`src/rtl/lifo32_ctrl.sv`:
```
// 32-deep LIFO controller driving WIDTH parallel 32x1 single-port RAM cells.
// Optional zero-fill scrub of the RAM after reset and after CLEAR.
module lifo32_ctrl #(
  parameter int WIDTH = 8,
  parameter bit SCRUB = 1'b1
) (
  input  logic             CLK,
  input  logic             RST_N,
  input  logic             CLEAR,
  input  logic             PUSH_VLD,
  input  logic [WIDTH-1:0] PUSH_DATA,
  output logic             PUSH_RDY,
  input  logic             POP_REQ,
  output logic [WIDTH-1:0] POP_DATA,
  output logic             POP_VLD,
  output logic [5:0]       COUNT,
  output logic             FULL,
  output logic             EMPTY,
  output logic             BUSY,
  output logic             OVF,
  output logic             UDF,
  output logic             RAM_WE,
  output logic [4:0]       RAM_A,
  output logic [WIDTH-1:0] RAM_D,
  input  logic [WIDTH-1:0] RAM_O
);

  typedef enum logic {ST_SCRUB, ST_RUN} state_t;

  localparam state_t INIT_STATE = SCRUB ? ST_SCRUB : ST_RUN;

  state_t     state, state_nxt;
  logic [4:0] scrub_cnt;
  logic [4:0] rd_addr;
  logic       run, push_ok, pop_ok;

  assign run     = (state == ST_RUN);
  assign FULL    = (COUNT == 6'd32);
  assign EMPTY   = (COUNT == 6'd0);
  assign BUSY    = ~run;
  assign rd_addr = COUNT[4:0] - 5'd1;

  // A push into a full stack is legal when a pop empties the top in the same cycle.
  assign push_ok  = run & PUSH_VLD & (~FULL | POP_REQ);
  assign pop_ok   = run & POP_REQ & (~EMPTY | PUSH_VLD);
  assign PUSH_RDY = push_ok;

  always_ff @(posedge CLK or negedge RST_N) begin
    if (!RST_N) state <= INIT_STATE;
    else        state <= state_nxt;
  end

  always_comb begin
    state_nxt = state;
    if (CLEAR)
      state_nxt = INIT_STATE;
    else if (state == ST_SCRUB && scrub_cnt == 5'd31)
      state_nxt = ST_RUN;
  end

  // RAM write enable is gated by RST_N so nothing is written while reset is held.
  always_comb begin
    RAM_WE = 1'b0;
    RAM_A  = rd_addr;
    RAM_D  = PUSH_DATA;
    if (state == ST_SCRUB) begin
      RAM_WE = RST_N;
      RAM_A  = scrub_cnt;
      RAM_D  = '0;
    end else if (push_ok && !pop_ok && !CLEAR) begin
      RAM_WE = RST_N;
      RAM_A  = COUNT[4:0];
    end
  end

  always_ff @(posedge CLK or negedge RST_N) begin
    if (!RST_N) begin
      scrub_cnt <= '0;
      COUNT     <= '0;
      POP_DATA  <= '0;
      POP_VLD   <= 1'b0;
      OVF       <= 1'b0;
      UDF       <= 1'b0;
    end else if (CLEAR) begin
      scrub_cnt <= '0;
      COUNT     <= '0;
      POP_VLD   <= 1'b0;
      OVF       <= 1'b0;
      UDF       <= 1'b0;
    end else begin
      POP_VLD <= 1'b0;
      if (state == ST_SCRUB) begin
        scrub_cnt <= scrub_cnt + 5'd1;
      end else begin
        if (push_ok && pop_ok) begin
          POP_DATA <= PUSH_DATA;
          POP_VLD  <= 1'b1;
        end else if (push_ok) begin
          COUNT <= COUNT + 6'd1;
        end else if (pop_ok) begin
          POP_DATA <= RAM_O;
          POP_VLD  <= 1'b1;
          COUNT    <= COUNT - 6'd1;
        end
        if (PUSH_VLD && !push_ok) OVF <= 1'b1;
        if (POP_REQ && !pop_ok)   UDF <= 1'b1;
      end
    end
  end

endmodule

```
`config.mk`:
```
export PLATFORM = sky130hd
export DESIGN_NAME = lifo32_ctrl
export DESIGN_NICKNAME = d
export VERILOG_FILES = /design/src/rtl/lifo32_ctrl.sv
export SDC_FILE = /design/constraint.sdc
export NUM_CORES = 1
export LEC_CHECK = 0
export CAP_MARGIN = 20
export CORE_ASPECT_RATIO = 1.2
export CORE_MARGIN = 10
export CORE_UTILIZATION = 46
export CTS_BUF_LIST = sky130_fd_sc_hd__clkbuf_2
export CTS_CLUSTER_DIAMETER = 150
export DETAILED_ROUTE_END_ITERATION = 12
export HOLD_SLACK_MARGIN = 0.1
export PLACE_DENSITY = 0.85
export SKIP_LAST_GASP = 1
export SLEW_MARGIN = 20
export SYNTH_ARGS = -nofsm -noshare
export SYNTH_HDL_FRONTEND = slang
export SYNTH_SLANG_ARGS = --single-unit
```
`constraint.sdc`:
```
create_clock -name CLK -period 3.46 [get_ports CLK]
set_input_delay 0.692 -clock CLK [delete_from_list [all_inputs] [get_ports CLK]]
set_output_delay 0.692 -clock CLK [all_outputs]
set_load 0.02 [all_outputs]
```
======== Word level (Yosys, flattened, before mapping) ========
Index checks and enable logic that the tools add are counted.
word-level totals
  word-level logic and storage cells ...... 74
  input port bits ......................... 21
  register bits after elaboration ......... 23
  output and inout port bits .............. 35
operators by class
  add/sub/neg operators ................... 4
  reduce and logical (&&, ||, !) cells .... 20
  muxes and demuxes ....................... 28
  eq/ne operators ......................... 5
  bitwise operators ....................... 10
operators by type and width
  cell                                                                 number
  8-bit two-way mux                                                    4
  6-bit two-way mux                                                    5
  5-bit two-way mux                                                    4
  1-bit two-way mux                                                    15
  2-bit nonzero test                                                   5
  6-bit by 1-bit adder with 6-bit output (second input constant)       1
  6-bit == test (second input constant)                                1
  1-bit logical AND                                                    6
  6-bit zero test                                                      1
  6-bit by 1-bit subtractor with 6-bit output (second input constant)  1
  5-bit by 1-bit adder with 5-bit output (second input constant)       1
  5-bit == test (second input constant)                                1
  5-bit by 1-bit subtractor with 5-bit output (second input constant)  1
  1-bit bitwise AND                                                    4
  2-bit != test (second input constant)                                2
  1-bit NOT                                                            4
  2-bit AND reduction                                                  2
  4-bit AND reduction                                                  1
  1-bit zero test                                                      3
  3-bit AND reduction                                                  1
  3-bit nonzero test                                                   1
  2-bit by 1-bit != test with 1-bit output (second input constant)     1
  1-bit OR                                                             2

======== Depth between registers and ports, before layout ========
  depth after elaboration ................. 9
  depth in mapped cells ................... 13

======== Worst setup path before layout ========
OpenSTA, ideal clock, no wires.
  path type ............................... register to register
  start point ............................. register COUNT[0]
  end point ............................... register COUNT[4]
  library setup time ...................... 0.078 ns
  stages on the path, launching flop included .. 13
  arrival ................................. 2.829 ns
  path slack .............................. 0.552 ns
  clock period less this slack ............ 2.908 ns
  required time ........................... 3.382 ns
  path through ............................ dfrtp_1 -> inv_1 -> ha_1 -> or4b_4 -> nor2_8 -> a21oi_2 -> buf_6 -> fa_1 -> nand2b_1 -> a21oi_1 -> xor2_1 -> nand3_1 -> a21oi_1
on the way
  longest elaborated chain between the ends .. 8
  elaborated cells between the ends (all ways) .. 19
RTL lines
  item                    line  text
  from (decl)             16    output logic [5:0] COUNT,
  from (signal assigned)  99    COUNT <= COUNT + 6'd1;
  from (signal assigned)  103   COUNT <= COUNT - 6'd1;
  6-bit == test (*)       38    assign FULL = (COUNT == 6'd32);
  named net FULL          17    output logic FULL,
  1-bit NOT (*)           44    assign push_ok = run & PUSH_VLD & (~FULL | POP_REQ);
  1-bit OR (*)            44
  1-bit bitwise AND (*)   44
  named net PUSH_RDY      12    output logic PUSH_RDY,
  6-bit two-way mux       98    end else if (push_ok) begin
  6-bit two-way mux       95    if (push_ok && pop_ok) begin
  6-bit two-way mux       92    if (state == ST_SCRUB) begin
  6-bit two-way mux       84    end else if (CLEAR) begin
Mark *: on every way through the listed nets, which the timed path passes. The rest lies on a longest branch. The select of a mux whose other input is x is not followed.
A chain may end at the register's enable or synchronous reset.

======== Worst setup path in the final report ========
  start point ............................. input POP_REQ
  end point ............................... output RAM_A[2]
on the way
  longest elaborated chain between the ends .. 7
  elaborated cells between the ends (all ways) .. 9
RTL lines
  item                                 line  text
  from (decl)                          13    input logic POP_REQ,
  1-bit bitwise AND (2 in series)      45    assign pop_ok = run & POP_REQ & (~EMPTY | PUSH_VLD);
  1-bit zero test                      70    end else if (push_ok && !pop_ok && !CLEAR) begin
  1-bit logical AND (*) (2 in series)  70
  5-bit two-way mux (*)                70
  5-bit two-way mux (*)                66    if (state == ST_SCRUB) begin
  to (decl)                            23    output logic [4:0] RAM_A,
Mark *: on every way between the ends. The rest lies on a longest branch, timed or not.

==> metrics <==
post-route cell area=~2200 µm²; post-synthesis sequential area ratio=between 30% and 40%; antenna violations before repair=0; Worst path slowest cell=clkdlybuf4s50_1; wire per inst=~18 µm; Placed Area=between 2000 and 2500 µm²; DP Cell Count=256; dominant synthesized flop cell=dfrtp_1; VDD IR-drop max=approximately 210 µV; Setup crit end kind=output port; first-pass GRT wire length=~7700 µm; Max Slew Vio Count=0; GPL Wtd Cong=between 0.7 and 0.8; Layout area overhead=45.0%; WHS Path Cells=2; share of layout cells above drive strength 1=around 14%; HPWL after detailed placement=roughly 3500 µm; CTS buffer count=3; CTS max path bufs=2; Slew @ Worst Pin=around 980 ps; grt total ovfl=0; H-Tree Level Count=1; Core Util, Final=71.2%; Nets=around 260; Crit path arrival time=roughly 2700 ps; cell family with most CP delay=buffers and inverters; clk_lat worst skew=approximately 360 ps; status=completed; CTS tree=yes; Post-synth ARST share=100%; largest net degree at the start of global routing=27; CP bufs+invs=2; final setup fails=0; Slew headroom=between 30 and 40%; Final Hold Fails=0; Hold Path Origin=OVF; GR Util All Layers=15.0%; number of port buffers=55; cells on worst reg2reg path=11; Max Clock Skew=roughly 8.4 ps; kind of critical path=in -> out; Clock transition at path regs=between 200 and 250 ps; Lkg Pwr=between 0.9 and 1 nW; Die Height=83.4 µm; diode count=0; CP Launch Type=input port; most frequent cell on the critical path=clkdlybuf4s50_1; clk root buf=clkbuf_2; via count=1492; I/O pin count=56; Max Cap Viol=0; cell count after synthesis=around 160; initial drt markers=~110; Cell variety after synth=43; syn_area_per_cell=9.45 µm²; Max stage delay on crit path=roughly 630 ps; Max Clk Rate=approximately 300 MHz; pwr/cell area=roughly 230 nW/µm²; # hold bufs at CTS=0; WL final=around 4700 µm; Critical Path RT=roughly 2800 ps; top cell type's share of synthesized area=37.4%; Die ar.=6070 µm²; synthesized area=about 1500 µm²; Die Width=72.8 µm; Synth Net Count=193; Crit Path Max Fanout=4; Initial Utilization=around half; Min-Delay Path Class=reg -> reg; Post-synth EDFFs=0; vias in the first global route=1496; clock sink count=23; row cnt=22; min cycle time layout=approximately 3400 ps; DR DRC count=0; Ys Warns=0; post-route insts no fill=roughly 260; most frequent cells after synthesis=dfrtp_1 (23), nor2_1 (23), a21oi_1 (19); Synth Register Bits=23; R2R Path Start=COUNT[0]; Reg2Reg Capture Point=COUNT[4]; Core Region=~3100 µm²; final hold slack=~540 ps; minimum setup slack among reg-to-reg paths=approximately 600 ps; post-synth top area cell=dfrtp_1; routed vias/inst=around 5.7; worst-path cell chain=clkdlybuf4s50_1, nand3b_1, a211oi_4, nor2b_1, xnor2_1, a21oi_1, clkdlybuf4s50_1; ANT nets after route=0; final worst-path cycle share=roughly 100%; Worst Hold Path EP=OVF; dominant cells by area after synthesis=dfrtp_1 (37%), mux2i_1 (7.8%), ha_1 (6.5%), a21oi_1 (6.2%), nor2_1 (5.6%); First-pass DRT Iterations=4
==> cell families (layout without fill, tap and decap cells) <==
| kind of cell | count (synthesis) | count (layout) | share of synthesized area, % |
|---|---|---|---|
| multiplexers | 12 | 12 | 7.80 |
| buffers and inverters | 13 | 78 | 4.71 |
| AND/OR/NAND/NOR | 68 | 68 | 25.5 |
| flip-flops | 23 | 23 | 37.4 |
| XOR/XNOR | 8 | 8 | 4.55 |
| AO/OA/AOI/OAI | 30 | 30 | 12.3 |
| adder cells (fa/ha/maj) | 9 | 9 | 7.80 |
==> state kept, by name, indices dropped and copies added (netlist names) <==
register   flops
POP_DATA       8
UDF            1
POP_VLD        1
COUNT          6
OVF            1
scrub_cnt      5
run            1
==> worst reg2reg max path: stages, from the launching register on <==
cell      delay, ps
dfrtp_1         460
inv_1           150
ha_1            200
or4b_4          540
nor2_8          140
a21oi_2         120
fa_1            450
nand2b_1        190
a21oi_1         170
xor2_1          150
nand3_1          90
a21oi_1         170
==> final cells by class <==
| cell class | count | area (µm²) |
|---|---|---|
| multi-input cells | 127 | 908 |
| fillers | 247 | 905 |
| repair buffers | 68 | 658 |
| flip-flops and latches | 23 | 577 |
| well taps | 36 | 45.0 |
| inverters | 6 | 22.5 |
| clock buffers | 3 | 15.0 |
| clock inverters | 1 | 7.51 |
==> placed cells by master (no fill, tap or decap), types with 4 or more instances in the layout <==
cell              n
dfrtp_1          22
a21oi_1          19
mux2i_1          12
xnor2_1           5
nand3_1           4
dlymetal6s2s_1    4
nand2_1           9
buf_4            13
nor2_1           23
inv_1             4
ha_1              8
and2_1            8
clkdlybuf4s50_1  51
==> repair_timing <==
action | CTS | global route
pin swaps | 1 | 1
endpoints found under the setup margin | 5 | 5
buffers inserted | 0 | 4
resized for setup | 1 | 6
==> worst max-delay path by stage <==
stage / start / to / slack (ps) / cells after the start
after floorplan: COUNT[0] / COUNT[4] / 550 / 12
after global placement: POP_REQ / RAM_A[0] / 20 / 7
after detailed placement: POP_REQ / RAM_A[0] / 20 / 7
after CTS: POP_REQ / RAM_A[0] / -6 / 7
after global routing: POP_REQ / RAM_A[2] / -10 / 7
final: POP_REQ / RAM_A[2] / 90 / 7
==> per-layer routing <==
metal  share of wire (%)  global-route usage, %  up-vias  routed length [µm]
met5                   0                      0        -                   0
met2                  54                   25.6       48                2510
met3                 6.1                   4.40        4                 286
li1                    -                      -      702                   -
met1                  39                   17.8      738                1820
met4                0.62                   3.10        0                  29
==> stage by stage <==
step	setup slack, ps	power (W)	TNS [ps]
6_report	91.0	0.000511	0
5_1_grt	-11.4	0.000533	-11.4
4_1_cts	-6.46	0.000512	-6.46
3_5_place_dp	15.9	0.000396	0
3_3_place_gp	23.9	0.000391	0
2_1_floorplan	552	0.000330	0
==> power by group <==
group          total (W)  switching [W]  internal [W]
Combinational   0.000102      0.0000476     0.0000540
Sequential      0.000289     0.00000839      0.000280
Clock           0.000121      0.0000937     0.0000268
No activity file was read; power rests on OpenSTA's default activity.
